**config.mk**
```make
export PLATFORM = sky130hd
export DESIGN_NAME = glitch_sweep_sched
export DESIGN_NICKNAME = d
export VERILOG_FILES = /design/src/rtl/glitch_sweep_sched.sv
export SDC_FILE = /design/constraint.sdc
export NUM_CORES = 1
export LEC_CHECK = 0
export ABC_AREA = 1
export BUFFER_PORTS_ARGS = -buffer_cell sky130_fd_sc_hd__buf_2
export CAP_MARGIN = 20
export CORE_MARGIN = 10
export CORE_UTILIZATION = 35
export DETAILED_ROUTE_END_ITERATION = 10
export PLACE_DENSITY = 0.59
export RECOVER_POWER = 50
export SLEW_MARGIN = 10
export SYNTH_ARGS = -nofsm -noshare
export SYNTH_HDL_FRONTEND = slang
export SYNTH_SLANG_ARGS = --single-unit
```
**constraint.sdc**
```tcl
create_clock -name clk_i -period 5.36 [get_ports clk_i]
set_clock_uncertainty 0.2 [all_clocks]
set_input_delay 1.072 -clock clk_i [delete_from_list [all_inputs] [get_ports clk_i]]
set_output_delay 1.072 -clock clk_i [all_outputs]
set_load 0.02 [all_outputs]
```
**src/rtl/glitch_sweep_sched.sv**
```systemverilog
// glitch_sweep_sched: round-robin owner of the glitch FIFO write port for 2-D sweeps and host words
module glitch_sweep_sched #(
    parameter int DELAY_W = 32,
    parameter int WIDTH_W = 16,
    parameter int CNT_W   = 16
) (
    input  logic                       clk_i,
    input  logic                       rst_i,
    input  logic                       start_i,
    input  logic                       abort_i,
    input  logic [DELAY_W-1:0]         delay_start_i,
    input  logic [DELAY_W-1:0]         delay_step_i,
    input  logic [CNT_W-1:0]           delay_count_i,
    input  logic [WIDTH_W-1:0]         width_start_i,
    input  logic [WIDTH_W-1:0]         width_step_i,
    input  logic [CNT_W-1:0]           width_count_i,
    input  logic                       host_req_i,
    input  logic [DELAY_W+WIDTH_W-1:0] host_dat_i,
    output logic                       host_ack_o,
    input  logic                       fifo_full_i,
    output logic                       fifo_we_o,
    output logic [DELAY_W+WIDTH_W-1:0] fifo_dat_o,
    output logic                       busy_o,
    output logic                       done_o,
    output logic [31:0]                issued_o
);
    typedef enum logic [1:0] {IDLE, RUN, DONE} state_t;
    state_t state_q, state_d;
    logic [DELAY_W-1:0]         delay_step_q, delay_cur_q;
    logic [WIDTH_W-1:0]         width_start_q, width_step_q, width_cur_q;
    logic [CNT_W-1:0]           delay_count_q, width_count_q, d_idx_q, w_idx_q;
    logic [DELAY_W+WIDTH_W-1:0] fifo_dat_q;
    logic [31:0]                issued_q;
    logic fifo_we_q, host_ack_q, done_q, last_sweep_q;
    logic slot, run_ok, host_gnt, sweep_gnt, last_w, last_d, start_ok;

    // Slot/arbitration decode: a gap cycle after every write absorbs the full-flag latency
    always_comb begin
        slot      = !fifo_full_i && !fifo_we_q;
        run_ok    = state_q == RUN && !abort_i;
        start_ok  = state_q == IDLE && start_i;
        host_gnt  = slot && host_req_i && (state_q != RUN || (run_ok && last_sweep_q));
        sweep_gnt = slot && run_ok && (!host_req_i || !last_sweep_q);
        last_w    = w_idx_q == width_count_q - CNT_W'(1);
        last_d    = d_idx_q == delay_count_q - CNT_W'(1);
    end

    // State register
    always_ff @(posedge clk_i) begin
        if (rst_i) state_q <= IDLE;
        else       state_q <= state_d;
    end

    // Next-state: empty sweeps go straight to DONE so they still produce a done pulse
    always_comb begin
        state_d = state_q;
        case (state_q)
            IDLE: if (start_i) state_d = (delay_count_i != '0 && width_count_i != '0) ? RUN : DONE;
            RUN: begin
                if (abort_i) state_d = IDLE;
                else if (sweep_gnt && last_w && last_d) state_d = DONE;
            end
            default: state_d = IDLE;
        endcase
    end

    // Outputs decoded from state
    always_comb busy_o = state_q != IDLE;

    // Write port, sweep counters and config snapshot
    always_ff @(posedge clk_i) begin
        if (rst_i) begin
            fifo_we_q     <= 1'b0;
            host_ack_q    <= 1'b0;
            done_q        <= 1'b0;
            fifo_dat_q    <= '0;
            last_sweep_q  <= 1'b0;
            issued_q      <= '0;
            delay_step_q  <= '0;
            delay_cur_q   <= '0;
            delay_count_q <= '0;
            width_start_q <= '0;
            width_step_q  <= '0;
            width_cur_q   <= '0;
            width_count_q <= '0;
            d_idx_q       <= '0;
            w_idx_q       <= '0;
        end else begin
            fifo_we_q  <= host_gnt || sweep_gnt;
            host_ack_q <= host_gnt;
            done_q     <= state_q == DONE;
            fifo_dat_q <= host_gnt ? host_dat_i : sweep_gnt ? {width_cur_q, delay_cur_q} : fifo_dat_q;
            if (host_gnt || sweep_gnt) last_sweep_q <= sweep_gnt;
            if (start_ok) begin
                delay_step_q  <= delay_step_i;
                delay_cur_q   <= delay_start_i;
                delay_count_q <= delay_count_i;
                width_start_q <= width_start_i;
                width_step_q  <= width_step_i;
                width_cur_q   <= width_start_i;
                width_count_q <= width_count_i;
                d_idx_q       <= '0;
                w_idx_q       <= '0;
                issued_q      <= '0;
            end else if (sweep_gnt) begin
                issued_q <= issued_q + 32'd1;
                if (last_w) begin
                    w_idx_q     <= '0;
                    width_cur_q <= width_start_q;
                    if (!last_d) begin
                        d_idx_q     <= d_idx_q + CNT_W'(1);
                        delay_cur_q <= delay_cur_q + delay_step_q;
                    end
                end else begin
                    w_idx_q     <= w_idx_q + CNT_W'(1);
                    width_cur_q <= width_cur_q + width_step_q;
                end
            end
        end
    end

    assign fifo_we_o  = fifo_we_q;
    assign host_ack_o = host_ack_q;
    assign fifo_dat_o = fifo_dat_q;
    assign done_o     = done_q;
    assign issued_o   = issued_q;
endmodule

```
==> results of run 1 <==
final cells by class:
type / count / share of cell area
Antenna cell: 3 / 0.0004076
Clock buffer: 52 / 0.05821
Clock inverter: 9 / 0.006793
Inverter: 296 / 0.06052
Multi-Input combinational cell: 1786 / 0.4770
Sequential cell: 262 / 0.2847
Tap cell: 592 / 0.04021
Timing Repair Buffer: 281 / 0.07214
power by group through the flow:
stage          clock network [mW]  registers [mW]  logic, mW
6_report                     2.44            2.14      0.993
5_1_grt                      2.57            2.16       1.13
4_1_cts                      2.49            2.14       1.00
3_5_place_dp                    0            2.18      0.996
3_3_place_gp                    0            2.18      0.983
2_1_floorplan                   0            2.19      0.681
registers in the layout, summed over array words and instances, names as in the netlist:
register       cells
fifo_dat_o        48
delay_cur_q       32
delay_step_q      32
issued_o          32
d_idx_q           16
delay_count_q     16
w_idx_q           16
width_count_q     16
width_cur_q       16
width_start_q     16
width_step_q      16
state_q            2
done_o             1
fifo_we_o          1
host_ack_o         1
last_sweep_q       1
layout by cell type, fill, tap and decap left out, types with 54 or more instances in the layout:
| cell type | netlist | routed |
|---|---|---|
| buf_2 | 6 | 180 |
| dfxtp_1 | 262 | 262 |
| xor2_1 | 54 | 54 |
| nand2_1 | 633 | 633 |
| a21oi_1 | 148 | 148 |
| nor2_1 | 388 | 386 |
| nand3_1 | 105 | 105 |
| o21ai_0 | 154 | 154 |
| clkbuf_1 | 69 | 94 |
| inv_1 | 291 | 290 |
critical path, stage by stage:
cell,delay [ns]
clkbuf_1,0.37
clkbuf_1,2.43
o22ai_1,0.36
logic make-up (layout without fill, tap and decap cells):
kind of cell	count (synthesis)	after routing
XOR/XNOR	88	88
AO/OA/AOI/OAI	394	394
other	0	3
buffers and inverters	387	638
AND/OR/NAND/NOR	1251	1251
flip-flops	262	262
adder cells (fa/ha/maj)	53	53
per-layer routing:
layer | part of all wire | track usage | vias up
met4 | 0.028 | 0.06228 | 6
met1 | 0.46 | 0.2394 | 7449
li1 | - | - | 8287
met2 | 0.45 | 0.3135 | 372
met3 | 0.056 | 0.03961 | 83
met5 | 0.00089 | 0 | -
metrics by stage:
stage,area [um2],cells,hold slack (ns),utilization
finish,18420,3281,0.2684,0.4184
global route,18420,3280,0.2869,0.4183
CTS,18550,3278,0.2707,0.4212
detailed placement,17350,3217,0.2601,0.3940
global placement,17350,3217,0.2524,0.3940
floorplan,15500,2435,0.2411,-
how the worst min path moves through the flow:
stage	to	slack, ns	cells after the start
finish	width_start_q[7]	0.27	2
global route	width_start_q[7]	0.29	2
CTS	width_start_q[5]	0.27	2
detailed placement	width_start_q[5]	0.26	2
global placement	width_start_q[7]	0.25	2
floorplan	last_sweep_q	0.24	2
==> results.json, run 1 <==
{
  "status": "complete, but fails checks",
  "violations": "max-capacitance violations, max-slew violations",
  "root_buffer": "clkbuf_16",
  "cts_tree": "yes",
  "synth_fp_nets": 2670,
  "ys_ff_latch": 262,
  "cp_max_fo": 69,
  "nets": 2896,
  "post_drt_wl_per_cell_um": 15.80,
  "ys_seq_area_frac": 0.3383,
  "drcViolationCount": 0,
  "synthArstFlopShare": 0,
  "synth_compound_area_frac": 0.1403,
  "synthMuxAreaShare": 0,
  "cts.path.max_buffers": 3,
  "synth_most_common_cell": "nand2_1",
  "rsz0062_at_grt": "false",
  "p_leak_nw": 8.641,
  "worstMarginPinSlew_ns": 3.386,
  "viasPerCell": 4.937,
  "pin_count": 266,
  "ys.flop_type": "dfxtp_1",
  "synth-simple-area-share": 0.3320,
  "synthDistinctLibCells": 42,
  "clock_sinks": 262,
  "crit_start": "rst_i",
  "synth_top_cell_by_area": "dfxtp_1",
  "synth-edff-count": 0,
  "port_buffers": 265,
  "synth_xor_area_frac": 0.04972,
  "setup.worst_path.end": "width_start_q[0]",
  "drv_slew": 223,
  "ctsResizeCount": 0,
  "reg2reg_slack_ns": 1.53,
  "yosysWarnings": 0,
  "yosys.area_share.adder": 0.04374,
  "drive_gt1_frac": 0.1046,
  "netlist_top_cells_count": "nand2_1, nor2_1, inv_1",
  "num_rows": 77,
  "syn_area_per_cell_um2": 6.366,
  "r2r-end": "delay_cur_q[21]",
  "rr_worst_depth": 11,
  "hold_path.startpoint": "width_start_q[7]",
  "synth_top_family_by_area": "simple AND/OR/NAND/NOR gates",
  "vias": 16197,
  "holdBufCountCts": 0,
  "swShare": 0.2955,
  "multiInputGateArea_mm2": 0.008786,
  "power_density_mw_per_mm2": 302.9,
  "p_switching_mw": 1.649,
  "gp_congestion": 0.9042,
  "relSlewSlack": -1.257,
  "cts_buffers": 34,
  "synth.area.top_cells": "dfxtp_1, nand2_1, nor2_1",
  "coreArea_mm2": 0.04403,
  "cap_violations": 4,
  "crit_required_ns": 5.44,
  "cts_max_level": 2,
  "hold_viol": 0,
  "synth.top_cell.area_share": 0.3383,
  "drt_iter0_drc": 1010,
  "setup_viol": 0,
  "p_comb_frac": 0.178,
  "hpwl_mm": 38.93,
  "synth_area_mm2": 0.01550,
  "fillerInstances": 4806,
  "die_w_um": 230.5,
  "antenna_found_initial": 6,
  "seq_power_share": 0.384,
  "globalRouteOverflowTotal": 0,
  "post-route-min-period_ns": 4.198,
  "postRouteAntennaNets": 0,
  "tns_ns": 0,
  "clockPowerShare": 0.438,
  "ir_drop_uv": 197.7,
  "syn2layout_area_growth_pct": 18.82,
  "die_height_um": 230.5,
  "start_util": 0.3521,
  "dieArea_mm2": 0.05311,
  "seqCellArea_mm2": 0.005245,
  "grt_max_degree": 76,
  "crit_type": "input pin to flop",
  "start_kind": "input pin",
  "max_freq_mhz": 238.2,
  "cp_data_arrival_time_ns": 4.27,
  "syn_inst": 2435,
  "p_int_mw": 3.930,
  "drt_wl_total_mm": 51.84,
  "hp-class": "flop to flop",
  "insertion_delay_ns": 0.55,
  "firstDrtPassIters": 5,
  "grt_usage": 0.1888,
  "grt_pass1_wl_mm": 82.58,
  "clk_pin_slew_ns": 0.06,
  "grt_pass1_vias": 15830,
  "layout_setup_ws_ns": 1.162,
  "crit_path_end_kind": "flop",
  "pre_cts_ws_ns": 1.339,
  "postCtsSetupRepairBufs": 0,
  "post-route-period-util": 0.7832,
  "total_power_mw": 5.579,
  "regToRegStartpoint": "state_q[1]"
}
(Power assumes the default switching activity.)
==> run 2, diff against run 1 <==
--- a/config.mk
+++ b/config.mk
@@ -5,13 +5,13 @@
 export SDC_FILE = /design/constraint.sdc
 export NUM_CORES = 1
 export LEC_CHECK = 0
-export ABC_AREA = 1
+export ABC_AREA = 0
 export BUFFER_PORTS_ARGS = -buffer_cell sky130_fd_sc_hd__buf_2
 export CAP_MARGIN = 20
 export CORE_MARGIN = 10
 export CORE_UTILIZATION = 35
 export DETAILED_ROUTE_END_ITERATION = 10
-export PLACE_DENSITY = 0.59
+export PLACE_DENSITY = 0.6
 export RECOVER_POWER = 50
 export SLEW_MARGIN = 10
 export SYNTH_ARGS = -nofsm -noshare
==> constraint.sdc (replaced) <==
create_clock -name clk_i -period 3.9 [get_ports clk_i]
set_clock_uncertainty 0.2 [all_clocks]
set_input_delay 0.78 -clock clk_i [delete_from_list [all_inputs] [get_ports clk_i]]
set_output_delay 0.78 -clock clk_i [all_outputs]
set_load 0.02 [all_outputs]
==> run 2 against run 1 <==
  * Clock power rose by 13%
  * Design area fell by 12%
  * Synthesized area fell by 12%
  * Non-clock buffer count rose by 3
  * Final cell count fell by 23%
  * Setup slack got worse by 0.93 ns
  * Worst hold slack got worse by 0.016 ns
  * Sequential share of layout area rose by 3.7 points
  * Combinational power barely moved
  * The flow still finishes with violations (max-capacitance violations, max-slew violations)
  * Critical endpoint is now delay_cur_q[25]
  * Total power rose by 20%
  * Flip-flop and latch count did not move
  * Core utilization rose by 0.33 points
  * Largest cell class unchanged
==> results.json, run 2 <==
{
  "crit_path_end_kind": "flop",
  "post_drt_wl_per_cell_um": 17.46,
  "fillerInstances": 4028,
  "synthArstFlopShare": 0,
  "clock_sinks": 262,
  "root_buffer": "clkbuf_16",
  "start_kind": "flop",
  "largest_reg_flops": 48,
  "synth-edff-count": 0,
  "grt_usage": 0.1771,
  "clk_pin_slew_ns": 0.06,
  "syn_area_per_cell_um2": 7.759,
  "postCtsSetupRepairBufs": 0,
  "synth.area.top_cells": "dfxtp_1, nand2_1, a21oi_1",
  "grt_max_degree": 149,
  "hold_path.startpoint": "delay_step_i[13]",
  "pin_count": 266,
  "hold_depth": 3,
  "regToRegStartpoint": "delay_count_q[0]",
  "drive_gt1_frac": 0.1373,
  "drt_iter0_drc": 765,
  "cts.path.max_buffers": 3,
  "stdcell_count": 2519,
  "setup_viol": 0,
  "power_density_mw_per_mm2": 412.5,
  "gp_congestion": 0.8768,
  "syn_inst": 1761,
  "hpwl_mm": 31.91,
  "drt_wl_total_mm": 43.98,
  "drv_slew": 42,
  "cts_tree": "yes",
  "r2r-end": "delay_cur_q[25]",
  "die_height_um": 217.6,
  "netlist_top_cells_count": "nand2_1, dfxtp_1, a21oi_1",
  "violations": "max-capacitance violations, max-slew violations",
  "crit_required_ns": 4.09,
  "grt_pass1_vias": 12950,
  "hp-class": "input pin to flop",
  "met2_length_mm": 20.93,
  "ys_seq_area_frac": 0.3838,
  "yosysWarnings": 0,
  "post-route-period-util": 0.9403,
  "rsz0062_at_grt": "false",
  "max_freq_mhz": 272.7,
  "ys_ff_latch": 262,
  "cts_buffers": 31,
  "ys.flop_type": "dfxtp_1",
  "ctsResizeCount": 0,
  "rr_worst_depth": 12,
  "syn2layout_area_growth_pct": 19.25,
  "cp_max_fo": 11,
  "viasPerCell": 5.206,
  "cts_max_level": 1,
  "layout_common_cells": "nand2_1, dfxtp_1, buf_2, a21oi_1, nor2_1",
  "synth_fp_nets": 1996,
  "post-route-util": 0.4216,
  "synth_area_mm2": 0.01366,
  "post-route-min-period_ns": 3.667,
  "reg2reg_slack_ns": 0.23,
  "m1WireLength_mm": 19.71,
  "coreArea_mm2": 0.03865,
  "insertion_delay_ns": 0.57,
  "dieArea_mm2": 0.04734,
  "holdPathEnd": "delay_step_q[13]",
  "synth_most_common_cell": "nand2_1",
  "postRouteAntennaNets": 0,
  "tns_ns": 0,
  "synthDistinctLibCells": 64,
  "ir_drop_uv": 332.2,
  "layout_commonest_cell": "nand2_1",
  "placed_cells": 2459,
  "num_rows": 72,
  "crit_type": "flop to flop",
  "grt_pass1_wl_mm": 69.58,
  "die_w_um": 217.6,
  "start_util": 0.3536,
  "worstMarginPinSlew_ns": 2.011,
  "cap_violations": 1,
  "top_layer": "met4",
  "met3RoutedLength_mm": 2.258,
  "cp_data_arrival_time_ns": 3.86,
  "synth.top_cell.area_share": 0.3838,
  "firstDrtPassIters": 5,
  "p_leak_nw": 6.414,
  "drcViolationCount": 0,
  "holdBufCountCts": 0,
  "status": "complete, but fails checks",
  "port_buffers": 265,
  "vias": 13114,
  "synth_top_cell_by_area": "dfxtp_1",
  "relSlewSlack": -0.3410,
  "globalRouteOverflowTotal": 0,
  "antenna_found_initial": 5,
  "nets": 2209,
  "hold_viol": 0
}
==> run 2: layout make-up <==
cell class | count | area (um2) | share of cell area
Antenna cell | 5 | 12.51 | 0.0007679
Timing Repair Buffer | 284 | 1395 | 0.08562
Sequential cell | 262 | 5245 | 0.3219
Inverter | 29 | 108.9 | 0.006680
Tap cell | 518 | 648.1 | 0.03978
Clock buffer | 48 | 889.6 | 0.05460
Clock inverter | 7 | 70.07 | 0.004300
Multi-Input combinational cell | 1366 | 7925 | 0.4864
==> run 2: how the worst max path moves through the flow <==
stage | from | endpoint | slack [ns] | cells past startpoint
detailed placement | delay_count_q[0] | delay_cur_q[25] | 0.23 | 12
floorplan | delay_count_q[0] | delay_cur_q[12] | 0.51 | 15
global route | delay_count_q[5] | delay_cur_q[25] | 0.02 | 10
finish | delay_count_q[0] | delay_cur_q[25] | 0.23 | 12
CTS | delay_count_q[0] | delay_cur_q[25] | 0.22 | 12
global placement | delay_count_q[0] | delay_cur_q[25] | 0.30 | 12
==> run 2: kinds of logic after synthesis <==
group,after synthesis,share of synthesized area
XOR/XNOR,126,0.08076
multiplexers,11,0.008241
buffers and inverters,133,0.03965
adder cells (fa/ha/maj),53,0.04963
AND/OR/NAND/NOR,755,0.2439
flip-flops,262,0.3838
AO/OA/AOI/OAI,421,0.1939
==> run 2: report_power, final <==
part           switching [mW]  internal (mW)  total [mW]  leakage [nW]
Clock                    1.14           1.62        2.76         0.467
Sequential              0.118           2.82        2.94          2.14
Combinational           0.623          0.397        1.02          3.80
Total                    1.88           4.84        6.72          6.41
==> run 2: worst max-delay path: stages (launching register included) <==
cell and delay [ns]:
dfxtp_1 0.35, inv_1 0.07, ha_1 0.15, or4b_1 0.57, o21a_1 0.23, or4_1 0.46, o211ai_1 0.11, o2111ai_1 0.17
o21a_1 0.23, and2_2 0.25, or2_1 0.43, o22ai_1 0.21, a211oi_1 0.07
==> run 2: per-stage QoR <==
stage / worst slack (ns) / hold slack, ns / instance area, um2 / power, mW
6_report: 0.2327 / 0.2521 / 16290 / 6.722
5_1_grt: 0.01610 / 0.2427 / 16290 / 7.044
3_5_place_dp: 0.2342 / 0.2479 / 15430 / 4.023
3_3_place_gp: 0.2967 / 0.2417 / 15430 / 4.005
2_1_floorplan: 0.5121 / 0.2329 / 13660 / 3.669
4_1_cts: 0.2174 / 0.2218 / 16390 / 6.811
==> run 2: metal layers <==
layer,up-vias,GRT usage
met4,0,0.05873
met2,283,0.2962
met5,-,0
met1,6188,0.2275
met3,56,0.02816
li1,6587,-
==> run 3, diff against run 2 <==
--- a/config.mk
+++ b/config.mk
@@ -5,13 +5,13 @@
 export SDC_FILE = /design/constraint.sdc
 export NUM_CORES = 1
 export LEC_CHECK = 0
-export ABC_AREA = 0
+export ABC_AREA = 1
 export BUFFER_PORTS_ARGS = -buffer_cell sky130_fd_sc_hd__buf_2
 export CAP_MARGIN = 20
 export CORE_MARGIN = 10
 export CORE_UTILIZATION = 35
 export DETAILED_ROUTE_END_ITERATION = 10
-export PLACE_DENSITY = 0.6
+export PLACE_DENSITY = 0.59
 export RECOVER_POWER = 50
 export SLEW_MARGIN = 10
 export SYNTH_ARGS = -nofsm -noshare
==> run 3 against run 2 <==
  * The flow still finishes with violations (max-capacitance violations, max-slew violations)
  * Global-route usage is 1.0 points higher
  * Via count up 23%
  * Core utilization down 0.70 points
  * Non-clock buffer count up 1
  * Final cell count up 30%
  * First-iteration DRC count grew 25%
  * Design area increased by 12%
  * Total power grew 5.6%
  * Routed wire length increased by 17%
  * Clock power about the same
  * Worst hold slack worse by 0.039 ns
  * Sequential power about the same
  * Critical path type is now input pin to flop
  * Critical endpoint is now delay_cur_q[3]
  * Highest routed layer is now met5
==> results.json, run 3 (synthesis results as in run 1) <==
{
  "crit_required_ns": 4.17,
  "worstMarginPinSlew_ns": 1.614,
  "rsz0062_at_grt": "false",
  "coreArea_mm2": 0.04403,
  "cp_num_buf_inv": 4,
  "insertion_delay_ns": 0.59,
  "post_drt_wl_per_cell_um": 15.74,
  "p_switching_mw": 2.185,
  "grt_use_met2": 0.3181,
  "root_buffer": "clkbuf_16",
  "clock_sinks": 262,
  "cpMaxStageDelayCell": "clkinvlp_2",
  "cp_cell_sequence": "clkbuf_1, clkinvlp_2, clkbuf_2, o21ai_0, inv_1, nand2_1, nor2_1",
  "violations": "max-capacitance violations, max-slew violations",
  "cts_tree": "yes",
  "drt_wl_total_mm": 51.61,
  "start_kind": "input pin",
  "holdBufCountCts": 0,
  "timing.hold.ws_ns": 0.2129,
  "setup_viol": 0,
  "power_density_mw_per_mm2": 388.9,
  "firstDrtPassIters": 6,
  "hold_path.startpoint": "delay_step_i[24]",
  "largest_reg_flops": 48,
  "tns_ns": 0,
  "drcViolationCount": 0,
  "stdcell_count": 3278,
  "cts_max_level": 1,
  "hpwl_mm": 39.25,
  "viasPerCell": 4.936,
  "die_w_um": 230.5,
  "slowest_delay_ns": 1.12,
  "postLayoutCellArea_mm2": 0.01825,
  "gp_congestion": 0.9331,
  "post-route-min-period_ns": 3.357,
  "p_comb_frac": 0.193,
  "cp_data_arrival_time_ns": 3.62,
  "clockPowerShare": 0.392,
  "layout_common_cells": "nand2_1, nor2_1, inv_1, dfxtp_1, buf_2",
  "antenna_found_initial": 8,
  "pin_count": 266,
  "die_height_um": 230.5,
  "top_usage_layer": "met2",
  "nets": 2897,
  "placed_cells": 3221,
  "place_area_mm2": 0.01744,
  "vias": 16179,
  "relSlewSlack": -0.07624,
  "grt_pass1_vias": 16000,
  "post-route-util": 0.4146,
  "clk_pin_slew_ns": 0.06,
  "use_met3": 0.03998,
  "regToRegStartpoint": "last_sweep_q",
  "num_rows": 77,
  "port_buffers": 265,
  "max_freq_mhz": 297.9,
  "drt_iter0_drc": 954,
  "cap_violations": 1,
  "grt_use_met1": 0.2346,
  "hold_viol": 0,
  "ctsResizeCount": 0,
  "grt_usage": 0.1872,
  "cts.path.max_buffers": 3,
  "globalRouteOverflowTotal": 0,
  "drv_slew": 70,
  "crit_family": "buffers and inverters",
  "crit_start": "rst_i",
  "crit_path_end_kind": "flop",
  "syn2layout_area_growth_pct": 17.75,
  "grt_max_degree": 116,
  "seq_power_share": 0.415,
  "cts_buffers": 31,
  "hp-class": "input pin to flop",
  "ir_drop_uv": 345.0,
  "dieArea_mm2": 0.05311,
  "crit_type": "input pin to flop",
  "postCtsSetupRepairBufs": 0,
  "grt_pass1_wl_mm": 82.65,
  "p_int_mw": 4.914,
  "postRouteAntennaNets": 0,
  "drive_gt1_frac": 0.1037,
  "swShare": 0.3078,
  "start_util": 0.3521,
  "p_leak_nw": 8.562,
  "post-route-period-util": 0.8608,
  "status": "complete, but fails checks",
  "layout_commonest_cell": "nand2_1",
  "cp_max_fo": 58
}
run 3: cell types whose count changed in the layout (fill, tap and decap cells not counted), moves of 23 or more:
cell      before  now
nand2_1      387  633
a21oi_1      177  148
a311oi_1      47    0
inv_1         29  289
o21ai_0       61  154
xor2_1        77   54
or3_1         23    0
nor2_1       154  385
nand3_1       47  105
run 3: area by class of cell:
cell class              count  area (um2)
clock buffers              41       863.3
inverters                 296        1115
repair buffers            285        1398
multi-input cells        1786        8793
fillers                  4762       25770
clock inverters            11       86.33
well taps                 592       740.7
diodes                      5       12.51
flip-flops and latches    262        5245
run 3: metrics by stage:
stage	setup WS [ns]	power, mW
global route	0.2726	7.491
CTS	0.8569	7.200
finish	0.5430	7.099
detailed placement	0.7972	4.379
floorplan	1.395	3.941
global placement	0.8964	4.362
run 3: power by group through the flow:
stage / registers (mW) / logic, mW / clock network [mW]
6_report: 2.95 / 1.37 / 2.78
5_1_grt: 2.97 / 1.56 / 2.96
4_1_cts: 2.95 / 1.39 / 2.87
3_5_place_dp: 3.00 / 1.38 / 0
3_3_place_gp: 3.00 / 1.36 / 0
2_1_floorplan: 3.01 / 0.936 / 0
run 3: worst min-delay path, cell delays in order:
cell and delay (ns):
buf_2 0.08, nor2_1 0.03, nor2_1 0.08
run 3: path summary, 6_finish.rpt:
| path | to | slack [ns] | cells past startpoint |
|---|---|---|---|
| hold reg to reg | width_start_q[7] | 0.26 | 2 |
| setup / recovery | delay_cur_q[3] | 0.54 | 7 |
| setup reg to reg | issued_o[12] | 0.72 | 8 |
| hold / removal | delay_step_q[24] | 0.21 | 3 |
run 3: per-layer routing:
metal  vias to the layer above  part of all wire
met5                         -           0.00060
met4                         4             0.024
met3                        68             0.061
met2                       385              0.47
met1                      7457              0.45
li1                       8265                 -
